`config.mk`:
```
export PLATFORM = sky130hd
export DESIGN_NAME = keypad_scanner_flat
export DESIGN_NICKNAME = d
export VERILOG_FILES = /design/src/rtl/keypad_pkg.sv /design/src/rtl/keypad_scanner_if.sv /design/src/rtl/keypad_scanner_sync2.sv /design/src/rtl/keypad_scanner.sv /design/src/flat_wrapper.sv
export SDC_FILE = /design/constraint.sdc
export NUM_CORES = 1
export LEC_CHECK = 0
export ABC_AREA = 1
export CAP_MARGIN = 5
export CELL_PAD_IN_SITES_DETAIL_PLACEMENT = 1
export CELL_PAD_IN_SITES_GLOBAL_PLACEMENT = 2
export CORE_UTILIZATION = 31
export CTS_CLUSTER_DIAMETER = 100
export DETAILED_ROUTE_END_ITERATION = 8
export DONT_BUFFER_PORTS = 1
export GPL_TIMING_DRIVEN = 0
export PLACE_DENSITY_LB_ADDON = 0.1
export SLEW_MARGIN = 20
export SYNTH_ARGS = -nofsm -noshare
export SYNTH_HDL_FRONTEND = slang
export SYNTH_HIERARCHICAL = 1
export SYNTH_SLANG_ARGS = --single-unit
export TNS_END_PERCENT = 10
```
`constraint.sdc`:
```
create_clock -name clk -period 1.2 [get_ports clk]
set_input_delay 0.06 -clock clk [delete_from_list [all_inputs] [get_ports clk]]
set_output_delay 0.06 -clock clk [all_outputs]
set_load 0.01 [all_outputs]
```
`src/rtl/keypad_pkg.sv`:
```
`default_nettype none
// ============================================================================
// Module      : keypad_pkg
// Description : Shared types and constants for the 4x4 keypad scanner:
//               scan state enum, default column dwell, key-map table and
//               small lookup helpers.
// Revision    : 1.0 - initial release
// ============================================================================
package keypad_pkg;

  typedef enum logic [0:0] {
    SCAN = 1'b0,
    HOLD = 1'b1
  } state_e;

  localparam int DWELL_DEFAULT = 4;

  // Nibble {row,col} (row in the upper two bits) holds the key code.
  // Row 0: 1 2 3 A, row 1: 4 5 6 B, row 2: 7 8 9 C, row 3: E 0 F D.
  localparam logic [63:0] KEY_MAP = 64'hDF0E_C987_B654_A321;

  function automatic logic [3:0] key_lookup(input logic [1:0] row,
                                            input logic [1:0] col);
    logic [3:0] idx;
    idx = {row, col};
    return KEY_MAP[{idx, 2'b00} +: 4];
  endfunction

  // Rows are active-low; the lowest-index low row wins.
  function automatic logic [1:0] lowest_low(input logic [3:0] rows);
    if (!rows[0])      return 2'd0;
    else if (!rows[1]) return 2'd1;
    else if (!rows[2]) return 2'd2;
    else               return 2'd3;
  endfunction

endpackage
`default_nettype wire

```
`src/rtl/keypad_scanner_if.sv`:
```
`default_nettype none
// ============================================================================
// Module      : keypad_scanner_if
// Description : Keypad matrix and key-report signals.
//               rows        - raw active-low row lines (keypad -> scanner)
//               cols        - active-low one-hot column drive
//               key_code    - hex code of the detected key
//               key_pressed - high while the detected key is held
//               master: keypad/consumer side, slave: scanner side.
// Revision    : 1.0 - initial release
// ============================================================================
interface keypad_scanner_if;
  logic [3:0] rows;
  logic [3:0] cols;
  logic [3:0] key_code;
  logic       key_pressed;

  modport master (output rows, input cols, key_code, key_pressed);
  modport slave  (input rows, output cols, key_code, key_pressed);
endinterface
`default_nettype wire

```
`src/rtl/keypad_scanner_sync2.sv`:
```
`default_nettype none
// ============================================================================
// Module      : sync2
// Description : Two-flop synchronizer for asynchronous level inputs.
//               Ports: clk, reset (sync, active-low), d_i (async input),
//               q_o (synchronized output). Flops reset to all ones, which
//               matches the idle (pulled-up) level of the keypad rows.
// Revision    : 1.0 - initial release
// ============================================================================
module sync2 #(
  parameter int WIDTH = 4
) (
  input  logic             clk,
  input  logic             reset,
  input  logic [WIDTH-1:0] d_i,
  output logic [WIDTH-1:0] q_o
);

  logic [WIDTH-1:0] meta_q;
  logic [WIDTH-1:0] sync_q;

  always_ff @(posedge clk) begin
    if (!reset) begin
      meta_q <= '1;
      sync_q <= '1;
    end else begin
      meta_q <= d_i;
      sync_q <= meta_q;
    end
  end

  assign q_o = sync_q;

endmodule
`default_nettype wire

```
`src/rtl/keypad_scanner.sv`:
```
`default_nettype none
// ============================================================================
// Module      : keypad_scanner
// Description : 4x4 matrix keypad scanner. Drives one column low at a time,
//               samples the synchronized rows once per DWELL cycles and
//               locks onto the first key found until that key's row is
//               released. No debouncing is done here.
//               Ports: clk, reset (sync, active-low),
//                      kp (slave modport: rows in; cols, key_code,
//                          key_pressed out).
// Revision    : 1.0 - initial release
// ============================================================================
module keypad_scanner
  import keypad_pkg::*;
#(
  parameter int DWELL = DWELL_DEFAULT
) (
  input  logic             clk,
  input  logic             reset,
  keypad_scanner_if.slave  kp
);

  localparam logic [7:0] CNT_LAST = 8'(DWELL - 1);

  logic [3:0] rows_s;
  logic [7:0] cnt_q, cnt_d;
  state_e     state_q, state_d;
  logic [1:0] col_q, col_d;
  logic [1:0] held_row_q, held_row_d;
  logic [3:0] key_code_q, key_code_d;
  logic       key_pressed_q, key_pressed_d;
  logic       sample;
  logic [1:0] row_sel;
  logic [3:0] key_map_out;

  sync2 #(.WIDTH(4)) u_sync (
    .clk   (clk),
    .reset (reset),
    .d_i   (kp.rows),
    .q_o   (rows_s)
  );

  assign sample = (cnt_q == CNT_LAST);

  // While scanning the candidate row is the lowest low row seen now; once
  // holding, the latched row is what selects the key.
  assign row_sel     = (state_q == HOLD) ? held_row_q : lowest_low(rows_s);
  assign key_map_out = key_lookup(row_sel, col_q);

  always_comb begin
    cnt_d = sample ? 8'd0 : cnt_q + 8'd1;
  end

  always_ff @(posedge clk) begin
    if (!reset) begin
      cnt_q         <= 8'd0;
      state_q       <= SCAN;
      col_q         <= 2'd0;
      held_row_q    <= 2'd0;
      key_code_q    <= 4'hF;
      key_pressed_q <= 1'b0;
    end else begin
      cnt_q         <= cnt_d;
      state_q       <= state_d;
      col_q         <= col_d;
      held_row_q    <= held_row_d;
      key_code_q    <= key_code_d;
      key_pressed_q <= key_pressed_d;
    end
  end

  always_comb begin
    state_d       = state_q;
    col_d         = col_q;
    held_row_d    = held_row_q;
    key_code_d    = key_code_q;
    key_pressed_d = key_pressed_q;
    if (sample) begin
      case (state_q)
        SCAN: begin
          if (rows_s == 4'b1111) begin
            col_d = col_q + 2'd1;
          end else begin
            held_row_d    = row_sel;
            key_code_d    = key_map_out;
            key_pressed_d = 1'b1;
            state_d       = HOLD;
          end
        end
        HOLD: begin
          // Only the latched row matters; other rows in this column are
          // ignored until it goes high again.
          if (rows_s[held_row_q]) begin
            key_pressed_d = 1'b0;
            col_d         = col_q + 2'd1;
            state_d       = SCAN;
          end
        end
        default: state_d = SCAN;
      endcase
    end
  end

  assign kp.cols        = ~(4'b0001 << col_q);
  assign kp.key_code    = key_code_q;
  assign kp.key_pressed = key_pressed_q;

endmodule
`default_nettype wire

```
`src/flat_wrapper.sv`:
```
// flat-port wrapper written by rule: the top's interface ports become plain ports
module keypad_scanner_flat import keypad_pkg::*;
#(
  parameter int DWELL = DWELL_DEFAULT
)
  (clk, reset, kp_rows, kp_cols, kp_key_code, kp_key_pressed);
  keypad_scanner_if kp_i ();
  input  logic clk;
  input  logic reset;
  input wire logic [$bits(kp_i.rows)-1:0] kp_rows;
  output wire logic [$bits(kp_i.cols)-1:0] kp_cols;
  output wire logic [$bits(kp_i.key_code)-1:0] kp_key_code;
  output wire logic [$bits(kp_i.key_pressed)-1:0] kp_key_pressed;
  assign kp_i.rows = kp_rows;
  assign kp_cols = kp_i.cols;
  assign kp_key_code = kp_i.key_code;
  assign kp_key_pressed = kp_i.key_pressed;
  keypad_scanner #(.DWELL(DWELL)) u_core (.clk(clk), .reset(reset), .kp(kp_i));
endmodule
```
==> run summary <==
Crit path buf inv count: 3
Mux share of post-synthesis cell area: 0
Clock root cell: clkbuf_8
Synth cell types: 22
CP arrival: 1.47 ns
Worst-path clk slew: 0.09 ns
Overall routing resource usage: 0.1469
Top sig layer: met4
TritonCTS clock tree: built
Final hold slack: 0.03694 ns
Inserted Diodes: 0
Final HPWL DP: 1.894 mm
Die Width: 64.44 µm
Pin count of the biggest net entering global routing: 14
Antenna-violating nets left: 0
Starting Density: 0.3277
Grt total ovfl: 0
Synth Area in Simple Gates: 0.3251
CP Cell Sequence: ha_4 > buf_4 > nand2_1 > inv_2 > nand2_2 > nor2_4 > nand2_2 > xnor2_1 > nand2_1 > inv_1
TritonCTS Buffers: 3
Worst Setup SP: u_core/cnt_q[0]
Worst r2r path cells: 10
Core area: 3689 µm²
Failing checks: negative setup slack
Seq cells post-synth: 26
Worst-Margin Slew: 0.3799 ns
Mapped cell area: 1209 µm²
Compound-Gate Fraction of Synth Area: 0.07350
Crit path max fanout: 2
Worst setup path endpoint: u_core/cnt_q[6]
R2R Setup Slk: -0.09 ns
CP max stage cell: dfxtp_2
Fmax achieved: 772.3 MHz
Pwr dens: 1057 nW/µm²
Crit. End Element: flip-flop
PortBufs: 0
Max Slew Vio Count: 0
R2R Path End: u_core/cnt_q[6]
Vias/cell: 4.496
Worst-Skew Late Latency: 0.27 ns
Final-stage net count: 202
Synth top area share: 0.4306
Worst setup margin: -0.09487 ns
Clock Sinks: 26
First-pass GRT wire length: 4.657 mm
Setup violators final: 14
RR Startpoint: u_core/cnt_q[0]
Drt pass-1 iters: 3
Initial antenna violation count: 0
Synthesis Warnings: 6
Synthesized area per cell: 7.281 µm²
Met1 Routed Length: 1.256 mm
XOR/XNOR share of the synthesized area: 0.01449
Vias in the first global route: 1,042
Worst Clk Skew: 0.004865 ns
Synth Area in Adders: 0.06211
Largest cells by area after synthesis: dfxtp_1 (43%), nand2_1 (14%), inv_1 (8.1%), ha_1 (6.2%), nand3_1 (5.8%)
Delay-heaviest family, CP: simple AND/OR/NAND/NOR gates
Largest family of logic cells by synthesized area: simple AND/OR/NAND/NOR gates
Critical path depth in cells: 10
Starting DRT DRC Count: 24
Worst EP required: 1.38 ns
CTS max path bufs: 2
Worst rel slew slack: 0.7465
Num rows: 22
Kind of critical path: flip-flop to flip-flop
Static Leakage: 0.0007551 µW
GPL Wtd Cong: 0.7428
Max-Cap Viols: 0
DR WL met2: 1.577 mm
Mapped Nets: 178
Maximum VDD drop: 0.4947 mV
WL/cell: 12.36 µm
Synthesis-to-layout area growth: 35.30%
I/O pins: 15
Crit path time final: 1.295 ns
Period utilization: 1.079
Status: finished with violations
Syn Inst Count: 166
DRC errors left: 0
Yosys top cell by area: dfxtp_1
CP startpoint kind: flip-flop
Total Power: 1728 µW
Htree depth: 1
Die ar.: 4153 µm²
Hold WC Path Type: input pin to flip-flop
Largest stage delay on the critical path: 0.36 ns
Commonest non-fill, non-tap cells in the layout: nand2_1 (39), inv_1 (23), dfxtp_1 (16)
Met3 wire len: 58 µm
Final Hold Fails: 0
Fraction of final layout cells sized beyond drive strength 1: 0.3457
Total number of vias: 1,061
Die Y: 64.44 µm
Sequential area share after synthesis: 0.4306
RSZ-0062 raised after global routing: yes
Routed WL: 2.917 mm
Commonest non-fill, non-tap cell in the layout: nand2_1
## through the flow
stage / worst slack (ns) / util / instances / area [µm²] / TNS (ns)
after floorplan: -0.002708 / - / 166 / 1210 / -0.008125
after CTS: -0.1433 / 0.3931 / 229 / 1450 / -1.701
after global placement: -0.1508 / 0.3443 / 214 / 1270 / -1.541
after global routing: -0.1326 / 0.4434 / 236 / 1635 / -1.300
after detailed placement: -0.1611 / 0.3443 / 214 / 1270 / -1.783
final: -0.09487 / 0.4434 / 236 / 1635 / -0.3098
## Yosys cell counts
cell / number
nand3_2: 2
nor2_4: 3
nor2_1: 17
nor3b_1: 1
xnor2_1: 1
dfxtp_1: 26
a21oi_1: 9
o21ai_2: 1
or2_2: 1
xor2_1: 1
nand2_1: 45
o21ai_1: 1
nor3_1: 1
nand3_1: 14
o21ai_0: 3
inv_2: 3
inv_1: 26
ha_1: 6
a211oi_1: 2
buf_2: 1
nand2_4: 1
nand4_1: 1
## layer usage
layer	global-route usage	up-vias
met5	0	-
met4	0.05000	0
met3	0.02817	2
met2	0.2711	6
met1	0.1668	496
li1	-	557
## cells by family after synthesis
logic type / count (synthesis)
compound gates: 16
xor+xnor: 2
fa+ha+maj: 6
buf+inv: 30
flops: 26
simple gates: 86
## worst min-delay path by stage
| stage | from | end | slack, ns | cells after the start |
|---|---|---|---|---|
| 2_1_floorplan | kp_rows[0] | u_core/u_sync/meta_q[0] | 0.14 | 2 |
| 3_3_place_gp | kp_rows[2] | u_core/u_sync/meta_q[2] | 0.15 | 2 |
| 3_5_place_dp | kp_rows[0] | u_core/u_sync/meta_q[0] | 0.15 | 2 |
| 4_1_cts | reset | u_core/u_sync/meta_q[0] | 0.03 | 2 |
| 5_1_grt | reset | u_core/u_sync/meta_q[1] | 0.04 | 2 |
| 6_report | reset | u_core/u_sync/meta_q[1] | 0.04 | 2 |
## registers in the layout (all words and copies together) (netlist names)
name / cells
u_core/kp.key_pressed: 1
u_core/col_q: 2
u_core/kp.key_code: 4
u_core/u_sync/q_o: 4
u_core/u_sync/meta_q: 4
u_core/state_q: 1
u_core/held_row_q: 2
u_core/cnt_q: 8
## cell type report
| cell class | instances | area, µm² |
|---|---|---|
| repair buffers | 18 | 160.2 |
| plain buffers | 1 | 5.005 |
| clock buffers | 3 | 41.29 |
| flip-flops and latches | 26 | 543.0 |
| well taps | 48 | 60.06 |
| fillers | 476 | 2053 |
| multi-input cells | 111 | 716.9 |
| inverters | 29 | 108.9 |
## where the power goes
group	switching [µW]	total, µW	internal (µW)
Clock	270	495	225
Sequential	36.6	936	899
Combinational	177	298	121
## what timing repair did
action	in CTS	in global routing
gates resized for setup	12	37
cloned	1	0
setup endpoints to repair	18	21
setup buffers	6	7
hold buffers	5	0
pin swaps	4	9
endpoints found under the hold margin	7	0
Power figures use the tool's default switching activity.
